## src/rtl/clk_period_meter_pkg.sv

```systemverilog
// Shared definitions for the clock period meter: FSM encoding and the
// default stall timeout for the 50 MHz board clock.
package clk_period_meter_pkg;

  typedef enum logic [1:0] {
    WAIT_RISE = 2'd0,
    HIGH      = 2'd1,
    LOW       = 2'd2
  } meter_state_t;

  // One second of the 50 MHz board clock.
  localparam int unsigned DEFAULT_TIMEOUT = 50_000_000;

endpackage

```

## src/rtl/clk_period_meter_sync_edge_detect.sv

```systemverilog
// Multi-flop synchronizer for an asynchronous input, with single-cycle
// rise/fall strobes derived from the synchronized level.
module sync_edge_detect #(
  parameter int unsigned SYNC_STAGES = 2
) (
  input  logic clk,
  input  logic reset,
  input  logic d_async,
  output logic level,
  output logic rise,
  output logic fall
);

  logic [SYNC_STAGES-1:0] sync;
  logic                   level_d;

  always_ff @(posedge clk or negedge reset) begin
    if (!reset) begin
      sync    <= '0;
      level_d <= 1'b0;
    end else begin
      sync    <= {sync[SYNC_STAGES-2:0], d_async};
      level_d <= sync[SYNC_STAGES-1];
    end
  end

  assign level = sync[SYNC_STAGES-1];
  assign rise  = level & ~level_d;
  assign fall  = ~level & level_d;

endmodule

```

## src/rtl/clk_period_meter.sv

```systemverilog
// Measures high time, low time and period of a slow asynchronous input in
// clk cycles, pulsing valid once per complete period and flagging stalls.
module clk_period_meter
  import clk_period_meter_pkg::*;
#(
  parameter int unsigned WIDTH       = 32,
  parameter int unsigned TIMEOUT     = DEFAULT_TIMEOUT,
  parameter int unsigned SYNC_STAGES = 2
) (
  input  logic             clk,
  input  logic             reset,
  input  logic             sig_in,
  input  logic             clear,
  output logic [WIDTH-1:0] high_time,
  output logic [WIDTH-1:0] low_time,
  output logic [WIDTH-1:0] period,
  output logic             valid,
  output logic             stalled
);

  localparam logic [WIDTH-1:0] ONE       = WIDTH'(1);
  localparam logic [WIDTH-1:0] TIMEOUT_W = WIDTH'(TIMEOUT);

  logic level, rise, fall, edge_seen, timeout_hit;
  meter_state_t state, state_next;
  logic [WIDTH-1:0] hcnt, lcnt, hlat, tcnt;

  sync_edge_detect #(
    .SYNC_STAGES(SYNC_STAGES)
  ) u_sync (
    .clk    (clk),
    .reset  (reset),
    .d_async(sig_in),
    .level  (level),
    .rise   (rise),
    .fall   (fall)
  );

  assign edge_seen = rise | fall;
  // An edge in the same cycle the timeout would expire always wins.
  assign timeout_hit = !edge_seen && (tcnt == TIMEOUT_W - ONE);

  always_ff @(posedge clk or negedge reset) begin
    if (!reset) state <= WAIT_RISE;
    else        state <= state_next;
  end

  // NOTE: every always_comb output gets a default first so no path leaves it unassigned (no latch).
  always_comb begin
    state_next = state;
    if (clear || timeout_hit) begin
      state_next = WAIT_RISE;
    end else begin
      unique case (state)
        WAIT_RISE: if (rise) state_next = HIGH;
        HIGH:      if (fall) state_next = LOW;
        LOW:       if (rise) state_next = HIGH;
        default:   state_next = WAIT_RISE;
      endcase
    end
  end

  always_ff @(posedge clk or negedge reset) begin
    if (!reset) begin
      hcnt      <= '0;
      lcnt      <= '0;
      hlat      <= '0;
      tcnt      <= '0;
      high_time <= '0;
      low_time  <= '0;
      period    <= '0;
      valid     <= 1'b0;
      stalled   <= 1'b0;
    end else if (clear) begin
      hcnt      <= '0;
      lcnt      <= '0;
      hlat      <= '0;
      tcnt      <= '0;
      high_time <= '0;
      low_time  <= '0;
      period    <= '0;
      valid     <= 1'b0;
      stalled   <= 1'b0;
    end else begin
      // NOTE: non-blocking default; a later assignment in this block overrides it for this edge.
      valid <= 1'b0;

      if (edge_seen)              tcnt <= '0;
      else if (tcnt != TIMEOUT_W) tcnt <= tcnt + ONE;

      if (timeout_hit) stalled <= 1'b1;
      else if (rise)   stalled <= 1'b0;

      // The edge-detect cycle is cycle 1 of the new phase.
      unique case (state)
        WAIT_RISE: if (rise) hcnt <= ONE;
        HIGH: begin
          if (fall) begin
            hlat <= hcnt;
            lcnt <= ONE;
          end else begin
            hcnt <= hcnt + ONE;
          end
        end
        LOW: begin
          if (rise) begin
            high_time <= hlat;
            low_time  <= lcnt;
            period    <= hlat + lcnt;
            valid     <= 1'b1;
            hcnt      <= ONE;
          end else begin
            lcnt <= lcnt + ONE;
          end
        end
        default: ;
      endcase
    end
  end

  // Edge strobes must agree with the synchronized level they were derived from.
  a_edge_level: assert property (@(posedge clk) disable iff (!reset)
                                 (rise |-> level) and (fall |-> !level));

endmodule

```

## config.mk

```make
export PLATFORM = sky130hd
export DESIGN_NAME = clk_period_meter
export DESIGN_NICKNAME = d
export VERILOG_FILES = /design/src/rtl/clk_period_meter_pkg.sv /design/src/rtl/clk_period_meter_sync_edge_detect.sv /design/src/rtl/clk_period_meter.sv
export SDC_FILE = /design/constraint.sdc
export NUM_CORES = 1
export LEC_CHECK = 0
export BUFFER_PORTS_ARGS = -buffer_cell sky130_fd_sc_hd__buf_4
export CAP_MARGIN = 20
export CORE_ASPECT_RATIO = 0.9
export CORE_MARGIN = 2
export CORE_UTILIZATION = 29
export CTS_CLUSTER_DIAMETER = 100
export DETAILED_ROUTE_END_ITERATION = 7
export PLACE_DENSITY_LB_ADDON = 0.25
export SLEW_MARGIN = 20
export SYNTH_ARGS = -nofsm -noshare
export SYNTH_HDL_FRONTEND = slang
export SYNTH_HIERARCHICAL = 1
export SYNTH_SLANG_ARGS = --single-unit
```

## constraint.sdc

```tcl
create_clock -name clk -period 5.26 [get_ports clk]
set_input_delay 1.315 -clock clk [delete_from_list [all_inputs] [get_ports clk]]
set_output_delay 1.315 -clock clk [all_outputs]
set_load 0.05 [all_outputs]
```

Word level (Yosys, flattened, before mapping)
Index checks and enable logic that the tools add are counted.
{"block": "op_classes", "reduce_logical": 18, "n_bitwise": 5, "addsub": 4, "mux": 33, "n_eq_ne": 10}
{"operator": "2-to-1 mux 32 bit", "n": 21}
{"operator": "case mux 32 bit (2 select lines)", "n": 2}
{"operator": "adder 32 x 1 -> 32 bit, second input constant", "n": 3}
{"operator": "adder 32 bit", "n": 1}
{"operator": "equality test 32 x 26 -> 1 bit, second input constant", "n": 1}
{"operator": "inequality test 32 x 26 -> 1 bit, second input constant", "n": 1}
{"operator": "inequality test 3 bit, second input constant", "n": 4}
{"operator": "nonzero test 3 bit", "n": 4}
{"operator": "nonzero test 2 bit", "n": 4}
{"operator": "2-to-1 mux 1 bit", "n": 6}
{"operator": "2-to-1 mux 2 bit", "n": 3}
{"operator": "inequality test 3 x 1 -> 1 bit, second input constant", "n": 2}
{"operator": "AND reduction 2 bit", "n": 3}
{"operator": "AND reduction 3 bit", "n": 2}
{"operator": "case mux 2 bit (2 select lines)", "n": 1}
{"operator": "AND 1 bit", "n": 2}
{"operator": "equality test 2 x 1 -> 1 bit, second input constant", "n": 1}
{"operator": "equality test 2 bit, second input constant", "n": 1}
{"operator": "logical NOT 2 bit", "n": 1}
{"operator": "inverter 1 bit", "n": 2}
{"operator": "OR reduction 2 bit", "n": 1}
{"operator": "logical AND 1 bit", "n": 1}
{"operator": "logical NOT 1 bit", "n": 1}
{"operator": "logical OR 1 bit", "n": 1}
{"operator": "bitwise OR 1 bit", "n": 1}
{"block": "totals", "inputBits": 4, "out_inout_bits": 98, "elab_cells": 82, "regBits": 231}

Logic depth before layout (Yosys ltp)
Gate-level depths: netlist (run 1).
{"block": "depth", "depth_word": 8, "depth_mapped": 12, "mapped_depth_nobuf": 12}

Modules after synthesis
Netlist (run 1), hierarchy kept.
{"module": "clk_period_meter", "seq_area_each_um2": 5705.5, "n_inst": 1, "cells_per_inst": 1036, "area_each_um2": 11023.1}
{"module": "sync_edge_detect", "seq_area_each_um2": 75.1, "n_inst": 1, "cells_per_inst": 5, "area_each_um2": 90.1}

Worst setup path before layout (run 1)
Ideal clock, no wire load.
{"block": "synth_path", "kind": "input to register", "from": "in clear", "to": "reg hcnt[25]", "arrival_ns": 2.998, "cell_stages": 10, "setup_time_ns": 0.132, "path_slack_ns": 2.130, "path_buffers": 2, "required_ns": 5.128, "path_cell_list": "clkbuf_1 o311a_1 and4_1 nand2b_2 nor3_1 and4_1 buf_4 nand4_1 xor2_1 nor2_1"}
{"block": "synth_via", "elab_chain_cells": 2, "word_cells_on_any_way": 5, "cone_classes": "eq/ne: 2; mux: 1; reduce/logical: 2"}
{"element": "start, declared", "line_no": "clk_period_meter.sv:13", "text": "input logic clear,"}
{"element": "inequality test 3 bit (no source line) (tied with other cells)"}
{"element": "AND reduction 3 bit (no source line)"}
{"element": "end signal, assigned", "line_no": "clk_period_meter.sv:102", "text": "hcnt <= hcnt + ONE;"}
{"element": "end, declared", "line_no": "clk_period_meter.sv:26", "text": "logic [WIDTH-1:0] hcnt, lcnt, hlat, tcnt;"}
Several ways; a longest one is shown, not always the timed one.
A chain may end at the register's enable or synchronous reset.

Worst setup path in the final report (run 1)
{"block": "layout_path", "from": "reg u_sync.sync[1]", "to": "reg lcnt[31]"}
{"block": "layout_via", "elab_chain_cells": 4, "word_cells_on_any_way": 6, "cone_classes": "eq/ne: 2; bitwise: 3; reduce/logical: 1"}
{"element": "start, declared", "line_no": "clk_period_meter_sync_edge_detect.sv:14", "text": "logic [SYNC_STAGES-1:0] sync;"}
{"element": "start signal, assigned", "line_no": "clk_period_meter_sync_edge_detect.sv:22", "text": "sync <= {sync[SYNC_STAGES-2:0], d_async};"}
{"element": "inverter 1 bit", "line_no": "clk_period_meter_sync_edge_detect.sv:29", "text": "assign fall = ~level & level_d;"}
{"element": "AND 1 bit", "line_no": "clk_period_meter_sync_edge_detect.sv:29"}
{"element": "via fall", "line_no": "clk_period_meter.sv:24", "text": "logic level, rise, fall, edge_seen, timeout_hit;"}
{"element": "inequality test 3 bit (no source line)"}
{"element": "AND reduction 3 bit (no source line)"}
{"element": "end signal, assigned", "line_no": "clk_period_meter.sv:113", "text": "lcnt <= lcnt + ONE;"}
{"element": "end, declared", "line_no": "clk_period_meter.sv:26"}
The timed path passes the listed nets, and every way through them passes these cells.

==> impl.org, run 1 <==
** Run status
- Status :: finished clean

** Detailed routing
- The final layout contains routed wiring with a total length of 29800 um.
- Count of nets left with antenna violations after detail routing :: 0
- Drt via density :: 5.038
- The detailed router placed 8247 vias in this run.
- After detailed routing, the average wire length per cell comes to 18.20 um.
- DRC violation total after the first TritonRoute iteration :: 641
- Before antenna repair, the detailed router went through 5 iterations.
- Remaining design rule violation count :: 0

** Synthesis
- The synthesized netlist devotes 14.84% of its cell area to simple gates.
- Yosys mapped the design onto 77 distinct sky130hd cell types.
- Synthesis inferred 231 register bits.
- Dividing the synthesized area by the synthesized cell count gives 10.68 um2.
- Post-synthesis adder-cell area fraction :: 4.121%
- Among all flip-flop cells after synthesis, the most frequent one is sky130_fd_sc_hd__dfrtp_1.
- In the synthesized netlist, mux cells make up 0.1801% of the area.
- After synthesis, the largest family of logic cells by area is compound AO/OA/AOI/OAI gates.
- The synthesized netlist devotes 7.172% of its cell area to XOR and XNOR gates.
- Counting flops with an async set or reset pin after synthesis yields a share of 100.0%.
- The synthesized design contains 0 enable-type register cells.
- Compound-gate portion of the synthesized area :: 18.95%
- For this run, the number of Yosys warnings is 6.
- Post-Syn Instances :: 1041
- Post-synth net total :: 1081
- The share of the Yosys chip area taken by registers is 52.02%.
- After synthesis the cells add up to 0.01111 mm2.

** Setup path
- In this run the worst path has a maximum fanout of 25.
- Worst path max stage delay :: 0.83 ns
- STA classifies the critical path endpoint as a register.
- Setup CP Type :: reg2reg
- Required time reported for the critical path endpoint :: 5.65 ns
- Broken down by cell family, the worst path's largest delay share belongs to simple AND/OR/NAND/NOR gates.
- Top cell by count, worst path :: sky130_fd_sc_hd__nor2_1
- Worst EP arrival :: 3.88 ns
- The worst setup path is launched from a register.
- Buffer and inverter count on the worst path :: 0
- CP Cell Sequence :: and2b_2 -> nand2_1 -> o21bai_2 -> a21oi_1 -> or4_4 -> nor2_1 -> nand4_1 -> xor2_1 -> nor2_1
- Cell type of the slowest stage on the worst timing path :: sky130_fd_sc_hd__o21bai_2

** Floorplanning
- The total area inside the core boundary comes to 0.03803 mm2.
- The die is 210.3 um wide.
- Chip height :: 189.7 um
- Site Rows :: 68
- Once the floorplan was initialized, standard cells occupied 29.22% of the core.
- For this design the top-level I/O count stands at 102.
- Full die area :: 0.03990 mm2

** Timing
- Crit path setup slack, layout :: 1.767 ns
- Setup violations remaining at the end of the flow were counted as 0.
- The worst pin sits at a relative slew slack of 30.69%.
- Final period util :: 66.40%
- The max-slew violation total from the final report came to 0.
- Final hold analysis gives a worst-case slack of 0.3798 ns.
- The routed design could run at a clock period as short as 3.493 ns.
- RSZ-0062 raised after global routing :: no
- Post-Route Setup TNS :: 0 ns
- The count of endpoints failing hold in the final timing report came to 0.
- Worst slew pin tran :: 1.039 ns
- Timing-limited maximum frequency :: 286.3 MHz
- For the final database, setup skew stands at 0.02197 ns.

** Finish
- The area growth from synthesis to layout is 19.58%.
- In the final design database the tool counted 1167 nets.
- The number of antenna diodes in the final layout is 0.
- Commonest non-fill, non-tap cell in the layout :: sky130_fd_sc_hd__dfrtp_1
- Fill cell instance count of the final layout :: 3783
- In the layout the commonest cells are sky130_fd_sc_hd__dfrtp_1 (231), sky130_fd_sc_hd__a22o_1 (120), sky130_fd_sc_hd__buf_4 (108), sky130_fd_sc_hd__nor2_1 (107).
- The post-route netlist has 16.39% of its cells at a drive strength greater than 1.

** GRT
- Via count of the first global-routing pass :: 7961
- Met2 track demand over resource in global routing :: 21.56%
- The first global-routing pass estimated 47280 um of wire.
- Maximum number of pins on one net before global-route repair :: 91
- For this run, the total global-route usage over all layers was measured as 14.78%.
- The initial antenna violation count came to 0.
- The layer flagged by global routing as most heavily used is met1.
- Met1 global-route usage :: 22.76%
- Total gr overflow :: 0
- Global routing used 2.460% of the available met3 tracks.

** Power and ir drop
- Clock power share :: 50.4%
- The analysis attributes to net switching a power of 879.5 uW.
- Internal power consumption :: 2.951 mW
- Combinational logic is responsible for 2.9% of the overall power.
- Fraction of power spent switching nets :: 22.96%
- Overall power consumption after layout is estimated at 3.830 mW.
- Per report_power, the sequential group accounts for 46.8% of the total.
- In this run the power density over the cells is 288.2 mW/mm2.
- IR analysis of the VDD net gives a maximum drop of 0.2132 mV.
- Leakage power of the design :: 6.213 nW

** Run
- Across the run, the number of max-cap violations was 0.

** Clock tree
- In this run the deepest clock path goes through 3 buffers.
- CTS built an H-tree with a depth of 1.
- The number of hold buffers added after CTS was 0.
- TritonCTS built the clock tree.
- Post-CTS sizing :: 0
- Once the clock tree was built, the setup fixing pass inserted 0 buffers.
- For the worst-skew pair, the clock arrives at the later sink with an insertion delay of 0.55 ns.
- For this design, the sink count on the clock tree is 231.
- The cell sitting at the root of the clock tree is a sky130_fd_sc_hd__clkbuf_16.
- Total clock buffers created by CTS :: 27
- Clock-pin slew was measured on the worst setup and hold paths at 0.06 ns.

** Place
- Place WS :: 1.404 ns
- Routability-driven placement congestion ratio :: 0.8064
- Number of buffers inserted by port buffering :: 101
- Detailed placement finished with a half-perimeter wire length of 20700 um.

** Hold path
- The path class of the tightest hold or removal check is reg2reg.
==> final timing paths <==
kind | slack, ns | cells past startpoint | start | end
max | 1.77 | 9 | u_sync/sync[1] | lcnt[31]
max in group asynchronous | 3.51 | 2 | reset | hlat[14]
min reg2reg | 0.38 | 0 | u_sync/sync[1] | u_sync/level_d
min | 0.38 | 0 | u_sync/sync[1] | u_sync/level_d
max reg2reg | 1.77 | 9 | u_sync/sync[1] | lcnt[31]
min in group asynchronous | 0.75 | 1 | reset | tcnt[19]
==> registers in the layout, summed over array words and instances, names as in the netlist <==
| name | count |
|---|---|
| period | 32 |
| u_sync/sync | 2 |
| tcnt | 32 |
| valid | 1 |
| u_sync/level_d | 1 |
| lcnt | 32 |
| low_time | 32 |
| state | 2 |
| hlat | 32 |
| hcnt | 32 |
| stalled | 1 |
| high_time | 32 |
==> kinds of logic (layout without fill, tap and decap cells) <==
family,Yosys count,in the layout
AO/OA/AOI/OAI,280,280
XOR/XNOR,91,91
adder cells (fa/ha/maj),36,36
buffers and inverters,74,180
flip-flops,231,231
multiplexers,2,2
AND/OR/NAND/NOR,327,327
==> final cells by class <==
type	count	area, um2	area share [%]
sequential	231	5781	43.50
multi-input combinational	736	5065	38.11
timing repair buffer	110	845.8	6.365
clock buffer	32	694.4	5.225
tap	490	613.1	4.613
clock inverter	17	211.5	1.591
inverter	21	78.83	0.5932
==> per-stage QoR <==
stage               util (%)  area [um2]  cells
floorplan                  -       11110   1041
global placement       32.56       12380   1588
detailed placement     32.56       12380   1588
CTS                    34.94       13290   1637
global route           34.94       13290   1637
finish                 34.94       13290   1637
==> routing by layer <==
| layer | share of wire (%) | vias to the layer above |
|---|---|---|
| li1 | - | 3992 |
| met1 | 51 | 4083 |
| met2 | 42 | 140 |
| met3 | 4.5 | 32 |
| met4 | 1.8 | 0 |
| met5 | 0 | - |
==> power groups by stage <==
stage	logic, mW	registers, mW	clock network (mW)
finish	0.110	1.79	1.93
global route	0.126	1.79	2.05
CTS	0.114	1.79	1.99
detailed placement	0.114	1.82	0
global placement	0.114	1.82	0
floorplan	0.0538	1.82	0
==> cell usage after synthesis (all sizes together), types with 19 or more instances <==
library cell | n | area [um2]
xor2 | 56 | 490.5
inv | 21 | 78.83
nand2 | 56 | 210.2
ha | 35 | 437.9
xnor2 | 35 | 306.5
clkbuf | 43 | 165.2
nand3 | 49 | 245.2
o21ai | 39 | 202.7
nor2 | 109 | 416.7
a21oi | 42 | 214.0
nor3 | 19 | 100.1
dfrtp | 231 | 5781
a22o | 121 | 1061
(Power assumes the default switching activity.)
==> inputs of run 2 (changes only) <==
--- a/config.mk
+++ b/config.mk
@@ -5,6 +5,7 @@
 export SDC_FILE = /design/constraint.sdc
 export NUM_CORES = 1
 export LEC_CHECK = 0
+export ABC_AREA = 1
 export BUFFER_PORTS_ARGS = -buffer_cell sky130_fd_sc_hd__buf_4
 export CAP_MARGIN = 20
 export CORE_ASPECT_RATIO = 0.9
==> constraint.sdc (replaced) <==
create_clock -name clk -period 3.3 [get_ports clk]
set_input_delay 0.825 -clock clk [delete_from_list [all_inputs] [get_ports clk]]
set_output_delay 0.825 -clock clk [all_outputs]
set_load 0.05 [all_outputs]
==> run 2 against run 1 <==
Net effect:
- clock power is 69% higher
- flip-flop and latch count stayed put
- first-iteration DRC count is 56% higher
- global-route usage is 2.4 points higher
- synthesized cell count is 75% higher
- critical path type unchanged
- critical endpoint is now high_time[17]
- largest cell class is now multi-input gates
- largest power group unchanged
==> impl.org, run 2 <==
** Run
- Count of maximum capacitance violations :: 0

** Timing
- Timing-limited maximum frequency :: 425.8 MHz
- Clock skew on the completed layout was measured at 0.01917 ns.
- Measured against its own limit, the worst slew margin works out to 47.96%.
- Setup violations remaining at the end of the flow were counted as 0.
- Final period util :: 71.16%
- Worst slew pin tran :: 0.7778 ns
- The worst path in the final design needs a cycle of 2.348 ns, including I/O delays and setup.
- The count of endpoints failing hold in the final timing report is 0.
- Setup repair after global routing left no endpoint under its margin.
- Post-Route Setup TNS :: 0 ns
- Number of pins with negative max-slew slack in the final report :: 0
- Crit path setup slack, layout :: 0.9517 ns

** Floorplanning
- Starting utilization of the core area :: 29.36%
- Full die area :: 0.04757 mm2
- Overall die width :: 229.7 um
- I/O pin total :: 102
- The floorplan step set the die height to 207.1 um.
- Floorplan core area :: 0.04528 mm2
- In this run the core area contains 74 standard-cell rows.

** Setup path
- The cell that appears most often on the critical path is sky130_fd_sc_hd__o21ai_0.
- For the worst setup path, the data required time is 3.72 ns.
- Crit path max fanout :: 29
- Worst EP arrival :: 2.77 ns
- The cell family contributing the most delay on the critical path is buffers and inverters.
- Counting both buffers and inverters, the worst setup path holds a total of 4.
- The worst setup path is launched from a register.
- Traced cell by cell, the critical path runs through inv_1 -> nor2_1 -> inv_2 -> o21ai_0 -> clkinv_2 -> buf_4 -> nand2_1 -> o21ai_0.
- Setup CP Type :: reg2reg
- The slowest stage of the critical path belongs to the cell sky130_fd_sc_hd__nor2_1.
- STA classifies the critical path endpoint as a register.
- Worst path max stage delay :: 0.40 ns

** Synthesis
- Portion of the post-synthesis area used by sequential elements :: 43.48%
- Main synth FF type :: sky130_fd_sc_hd__dfrtp_1
- In this run, synthesis produced a sequential element count of 231.
- Most instantiated library cell after synthesis :: sky130_fd_sc_hd__nand2_1
- Area share of the largest cell type after synthesis :: 43.48%
- Post-synthesis area per instance :: 7.316 um2
- Top cells by instance count after synthesis :: sky130_fd_sc_hd__nand2_1 (542), sky130_fd_sc_hd__inv_1 (286), sky130_fd_sc_hd__dfrtp_1 (231)
- Yosys mapped a number of flops with a built-in enable equal to 0.
- Summed over all instances, the cell type with the most area after synthesis is sky130_fd_sc_hd__dfrtp_1.
- Synthesized cell area :: 0.01329 mm2
- Post-Syn Instances :: 1817
- The Yosys step of the flow raised 6 warnings.
- Post-synth net total :: 1857
- After synthesis, the cell types taking the most area are sky130_fd_sc_hd__dfrtp_1 (43%), sky130_fd_sc_hd__nand2_1 (15%), sky130_fd_sc_hd__inv_1 (8.1%).
- Count of different cell masters after synthesis :: 46
- Async S/R FF share, synth :: 100.0%

** Power and ir drop
- Sequential share of power :: 44.7%
- Switching power total :: 1.525 mW
- The clock network burns 51.0% of the power.
- Summed over all cells, the static leakage comes to 7.639 nW.
- Fraction of power spent switching nets :: 23.88%
- Power Density :: 405.4 mW/mm2
- The share of total power dissipated in combinational logic is 4.3%.
- The internal power of the cells totals 4.861 mW.
- Peak ir drop on the vdd network :: 0.3628 mV

** Clock tree
- Total clock buffers created by CTS :: 27
- Buffers inserted to repair hold after CTS numbered 0.
- CTS tree :: yes
- Once the clock tree was built, the resizer swapped 0 gates to a different size.
- Counting every sink on the clock net gives 231.
- Worst skew pair latency :: 0.58 ns
- Post-CTS Setup Repair Bufs :: 0
- The tree is rooted in a sky130_fd_sc_hd__clkbuf_16.
- Buffers from clock root to sink, at most :: 3
- After clock tree synthesis, the clock-pin slew on the worst setup and hold paths is 0.06 ns.
- CTS built an H-tree with a depth of 1.

** Place
- After detailed placement, the total cell area comes to 0.01478 mm2.
- Routability-driven placement congestion ratio :: 0.9299
- Port buffering added 101 buffers.
- Prior to clock tree synthesis, the placed netlist has a worst setup slack of 0.7255 ns.
- Summed over all nets, the half-perimeter wirelength after detailed placement is 31140 um.

** GRT
- Entering global routing, the biggest net connects 75 pins.
- Via count of the first global-routing pass :: 11560
- Total gr overflow :: 0
- Global routing used 17.19% of the available tracks across all layers.
- The initial antenna violation count came to 0.
- The first global-routing pass estimated 65310 um of wire.

** Finish
- Antenna cells :: 0
- Final core occ :: 34.80%
- After the last flow step, the layout net total stands at 1960.
- The library cell used most frequently in the layout, excluding fill and tap cells, is sky130_fd_sc_hd__nand2_1.
- Fill cells in the final layout number 4830.
- Top library cells by usage in the layout, fill and taps aside :: sky130_fd_sc_hd__nand2_1 (542), sky130_fd_sc_hd__inv_1 (286), sky130_fd_sc_hd__dfrtp_1 (231), sky130_fd_sc_hd__nor2_1 (150), sky130_fd_sc_hd__o21ai_0 (124)
- Summed area of non-filler cells in the final layout :: 0.01576 mm2
- From synthesis to final layout, the design area changed by 18.51%.
- Share of layout cells above drive strength 1 :: 12.21%

** Detailed routing
- The first TritonRoute pass finished after 5 iterations.
- The first routing iteration left 1003 violations.
- Summing over every cut layer, the via total after detailed routing is 11870.
- Using the TritonRoute via totals, the vias-per-cell ratio works out to 4.656.
- Count of nets left with antenna violations after detail routing :: 0
- Overall routed net length :: 40850 um
- Remaining design rule violation count :: 0
- Average wire per cell in the routed design :: 16.03 um

** Run status
- The run finished with clean final reports.

** Hold path
- The min-delay analysis places its worst path in the category in2async.
run 2: cell types whose count changed after synthesis, sizes merged, moves of 25 or more:
cell,before,now
nor3,19,58
xnor2,35,4
a22o,121,2
inv,21,299
xor2,56,14
o22ai,3,31
nand3,49,113
a21oi,42,67
nand2,56,549
clkbuf,43,18
nor2,109,168
o21ai,39,127
run 2: kinds of logic (layout without fill, tap and decap cells):
kind of cell | Yosys count | after routing | synth area share [%]
simple gates | 943 | 943 | 30.50
buf+inv | 341 | 465 | 10.11
compound gates | 248 | 248 | 11.28
flops | 231 | 231 | 43.48
fa+ha+maj | 36 | 36 | 3.445
xor+xnor | 18 | 18 | 1.186
run 2: area by class of cell:
| cell class | count | area [um2] | area share [%] |
|---|---|---|---|
| clock buffer | 33 | 758.2 | 4.813 |
| clock inverter | 17 | 221.5 | 1.406 |
| inverter | 300 | 1129 | 7.163 |
| multi-input combinational | 1245 | 6172 | 39.18 |
| sequential | 231 | 5781 | 36.69 |
| tap | 608 | 760.7 | 4.828 |
| timing repair buffer | 115 | 933.4 | 5.924 |
run 2: through the flow:
stage	power (mW)	hold WS (ns)	std cells
after floorplan	3.063	0.3312	1817
after global placement	3.186	0.3408	2499
after detailed placement	3.188	0.3394	2499
after CTS	6.489	0.2155	2549
after global routing	6.623	0.2420	2549
final	6.386	0.2129	2549
run 2: worst paths after layout:
check	start	to	slack, ns	depth (start not counted)
max reg2reg	u_sync/sync[1]	high_time[17]	0.95	8
max	u_sync/sync[1]	high_time[17]	0.95	8
min in group clk	u_sync/sync[0]	u_sync/sync[1]	0.36	0
max in group asynchronous	reset	hcnt[21]	2.31	2
min reg2reg	u_sync/sync[0]	u_sync/sync[1]	0.36	0
min	reset	low_time[18]	0.21	1
run 2: metal layers:
metal / part of all wire (%) / track usage, % / up-vias / wire [um]
li1: - / - / 6008 / -
met4: 2.3 / 3.941 / 0 / 929
met3: 5.0 / 2.368 / 55 / 2028
met5: 0 / 0 / - / 0
met1: 48 / 24.81 / 5514 / 19670
met2: 45 / 27.22 / 290 / 18230
run 2: power groups by stage:
stage / Combinational (mW) / Clock, mW / Sequential, mW
2_1_floorplan: 0.160 / 0 / 2.90
3_3_place_gp: 0.281 / 0 / 2.91
3_5_place_dp: 0.282 / 0 / 2.91
4_1_cts: 0.283 / 3.35 / 2.85
5_1_grt: 0.311 / 3.46 / 2.85
6_report: 0.276 / 3.26 / 2.85
==> inputs of run 3 (changes only) <==
==> constraint.sdc (replaced) <==
create_clock -name clk -period 2.15 [get_ports clk]
set_input_delay 0.5375 -clock clk [delete_from_list [all_inputs] [get_ports clk]]
set_output_delay 0.5375 -clock clk [all_outputs]
set_load 0.05 [all_outputs]
==> run 3 against run 2 <==
Net effect:
- die area unchanged
- setup slack got worse by 0.78 ns
- clock skew rose by 0.00053 ns
- non-clock buffer count rose by 35
- hold slack worse by 0.13 ns
- flip-flop and latch count unchanged
- global-route usage grew 0.42 points
- utilization is 1.1 points higher
- clock power increased by 67%
- combinational power up 71%
- register-to-register slack got worse by 0.78 ns
- highest routed layer unchanged
==> impl.org, run 3 (same netlist as run 2, synthesis figures left out) <==
** Run status
- Status :: finished clean

** Clock tree
- TritonCTS created 28 clock buffers.
- H-tree depth reported by CTS :: 1
- Buffers from clock root to sink, at most :: 3
- CTS tree :: yes
- Clock transition at the registers of the reported paths :: 0.06 ns
- Number of sinks driven by the clock tree :: 231
- At the later pin of the worst-skew pair, clock insertion delay measures 0.57 ns.
- Buffer cell driving the clock tree root :: sky130_fd_sc_hd__clkbuf_16

** Finish
- Share of layout cells above drive strength 1 :: 14.61%
- Antenna cells :: 0
- Final net count :: 1996
- In the layout the commonest cells are sky130_fd_sc_hd__nand2_1 (538), sky130_fd_sc_hd__inv_1 (286), sky130_fd_sc_hd__dfrtp_1 (231), sky130_fd_sc_hd__nor2_1 (147), sky130_fd_sc_hd__buf_4 (139).
- Commonest non-fill, non-tap cell in the layout :: sky130_fd_sc_hd__nand2_1
- The area growth from synthesis to layout is 22.41%.
- Once layout is complete, the utilization of the core stands at 35.94%.

** Floorplanning
- The floorplan has 74 rows.
- Floorplan core area :: 0.04528 mm2
- I/O pin total :: 102
- The die is 229.7 um wide.
- Chip height :: 207.1 um
- Starting utilization of the core area :: 29.36%
- The floorplan step defined a die boundary enclosing 0.04757 mm2.

** Setup path
- Startpoint types :: register
- CP Cell Sequence :: ha_4 -> nand2_1 -> inv_1 -> a21oi_1 -> nand2_1 -> o21ai_0 -> nand2_1
- By startpoint and endpoint, the worst setup path is classified as reg2reg.
- The largest single stage delay on the critical path is 0.51 ns.
- Worst EP arrival :: 2.39 ns
- In this run the worst setup path terminates at period[7].
- Cell type of the slowest stage on the worst timing path :: sky130_fd_sc_hd__o21ai_0
- Critical Path End Type :: register
- The worst register-to-register path begins at lcnt[6].
- Counting cells, the worst reg-to-reg path comes to 7.
- Top cell by count, worst path :: sky130_fd_sc_hd__nand2_1
- The worst register-to-register path ends at period[7].
- Crit path max fanout :: 5
- For the worst setup path, the data required time is 2.56 ns.
- In this run the register-to-register setup slack is 0.17 ns.
- The critical path starts at lcnt[6].

** Timing
- Setup Skew :: 0.01970 ns
- Setup violations remaining at the end of the flow were counted as 0.
- Worst slew pin tran :: 0.7338 ns
- Timing-limited maximum frequency :: 505.3 MHz
- Final period util :: 92.05%
- The worst pin sits at a relative slew slack of 50.63%.
- The count of endpoints failing hold in the final timing report was 0.
- The smallest clock period supported by the final layout is computed as 1.979 ns.
- Number of pins with negative max-slew slack in the final report :: 0
- Setup repair after global routing could not meet its margin everywhere.

** Power and ir drop
- Leakage power of the design :: 7.872 nW
- The design draws 10.29 mW.
- Peak ir drop on the vdd network :: 0.5408 mV
- For this design the ratio of total power to cell area is 632.4 mW/mm2.

** Detailed routing
- In the final routed layout, each cell accounts on average for 16.07 um.
- Iteration count of the initial detailed-routing pass :: 5
- The count of nets left with antenna violations once routing finished came out at 0.
- Using the TritonRoute via totals, the vias-per-cell ratio works out to 4.693.
- Overall routed net length :: 41550 um
- The detailed router finished its first iteration with 947 violations.
- The final route contains 12140 vias.
- Remaining design rule violation count :: 0

** Place
- Number of buffers inserted by port buffering :: 101
- Routability-driven placement finished with a final weighted congestion of 0.9009.
- Half-perimeter wire length after placement :: 32000 um

** GRT
- Wire length of the first global-routing pass :: 66950 um
- For this run, the total global-route usage over all layers was measured as 17.62%.
- Total gr overflow :: 0
- The via count of the first global-routing pass came to 11940.
- Entering global routing, the biggest net connects 75 pins.
- The initial antenna violation count was 0.

** Hold path
- Start point of the worst min-delay path :: sig_in
- Class of the worst hold path :: in2reg

** Run
- Across the run, the number of max-cap violations was 0.
## run 3: changes by cell type in the layout (fill, tap and decap cells not counted), sizes merged
cell         before  now
buf             115  149
bufinv            4    7
clkbuf           33   36
dlygate4sd3       0    1
clkinv           10    7
inv             299  298
## run 3: how the worst min path moves through the flow
stage / cells past startpoint / slack (ns) / endpoint
4_1_cts: 1 / 0.06 / u_sync/sync[0]
3_3_place_gp: 0 / 0.37 / u_sync/sync[1]
3_5_place_dp: 0 / 0.35 / u_sync/sync[1]
2_1_floorplan: 0 / 0.24 / hcnt[0]
5_1_grt: 1 / 0.07 / u_sync/sync[0]
6_report: 1 / 0.08 / u_sync/sync[0]
## run 3: power by group
| part | switching [mW] | total, mW | internal (mW) |
|---|---|---|---|
| Clock | 2.00 | 5.44 | 3.44 |
| Sequential | 0.0143 | 4.38 | 4.36 |
| Combinational | 0.344 | 0.471 | 0.127 |
## run 3: per-layer routing
layer	share of wire [%]	wire [um]	up-vias	global-route usage (%)
li1	-	-	6096	-
met1	47	19570	5696	24.77
met2	44	18460	284	28.02
met3	5.2	2155	61	2.395
met4	3.3	1368	0	5.486
met5	0	0	-	0
## run 3: what timing repair did
action | 4_1_cts | 5_1_grt
resized for setup | 0 | 19
buffers inserted | 0 | 0
setup endpoints to repair | 0 | 23
hold buffers | 1 | 0
hold endpoints to repair | 28 | 0
## run 3: cell type report
cell class,count,area (um2)
Clock buffer,36,790.8
Clock inverter,16,287.8
Fill cell,4820,29000
Inverter,300,1129
Multi-Input combinational cell,1245,6276
Sequential cell,231,5781
Tap cell,608,760.7
Timing Repair Buffer,150,1249
## run 3: stage by stage
stage / hold WS, ns / worst slack [ns] / cells / instance area [um2] / setup TNS (ns)
5_1_grt: 0.06709 / -0.009943 / 2586 / 16270 / -0.009943
3_3_place_gp: 0.3660 / 0.07613 / 2533 / 15080 / 0
2_1_floorplan: 0.2419 / 0.3737 / 1817 / 13290 / 0
3_5_place_dp: 0.3544 / 0.06320 / 2533 / 15080 / 0
6_report: 0.08467 / 0.1708 / 2586 / 16270 / 0
4_1_cts: 0.05592 / 0.05088 / 2586 / 16170 / 0
## run 3: worst max-delay path, delay by kind of cell, from the launching register on
kind | cells | cell delay (ns)
AOI/OAI and AO/OA | 2 | 0.65
DFF | 1 | 0.46
and+or+nand+nor | 3 | 0.36
adders and majority gates | 1 | 0.29
buffers and inverters | 1 | 0.07
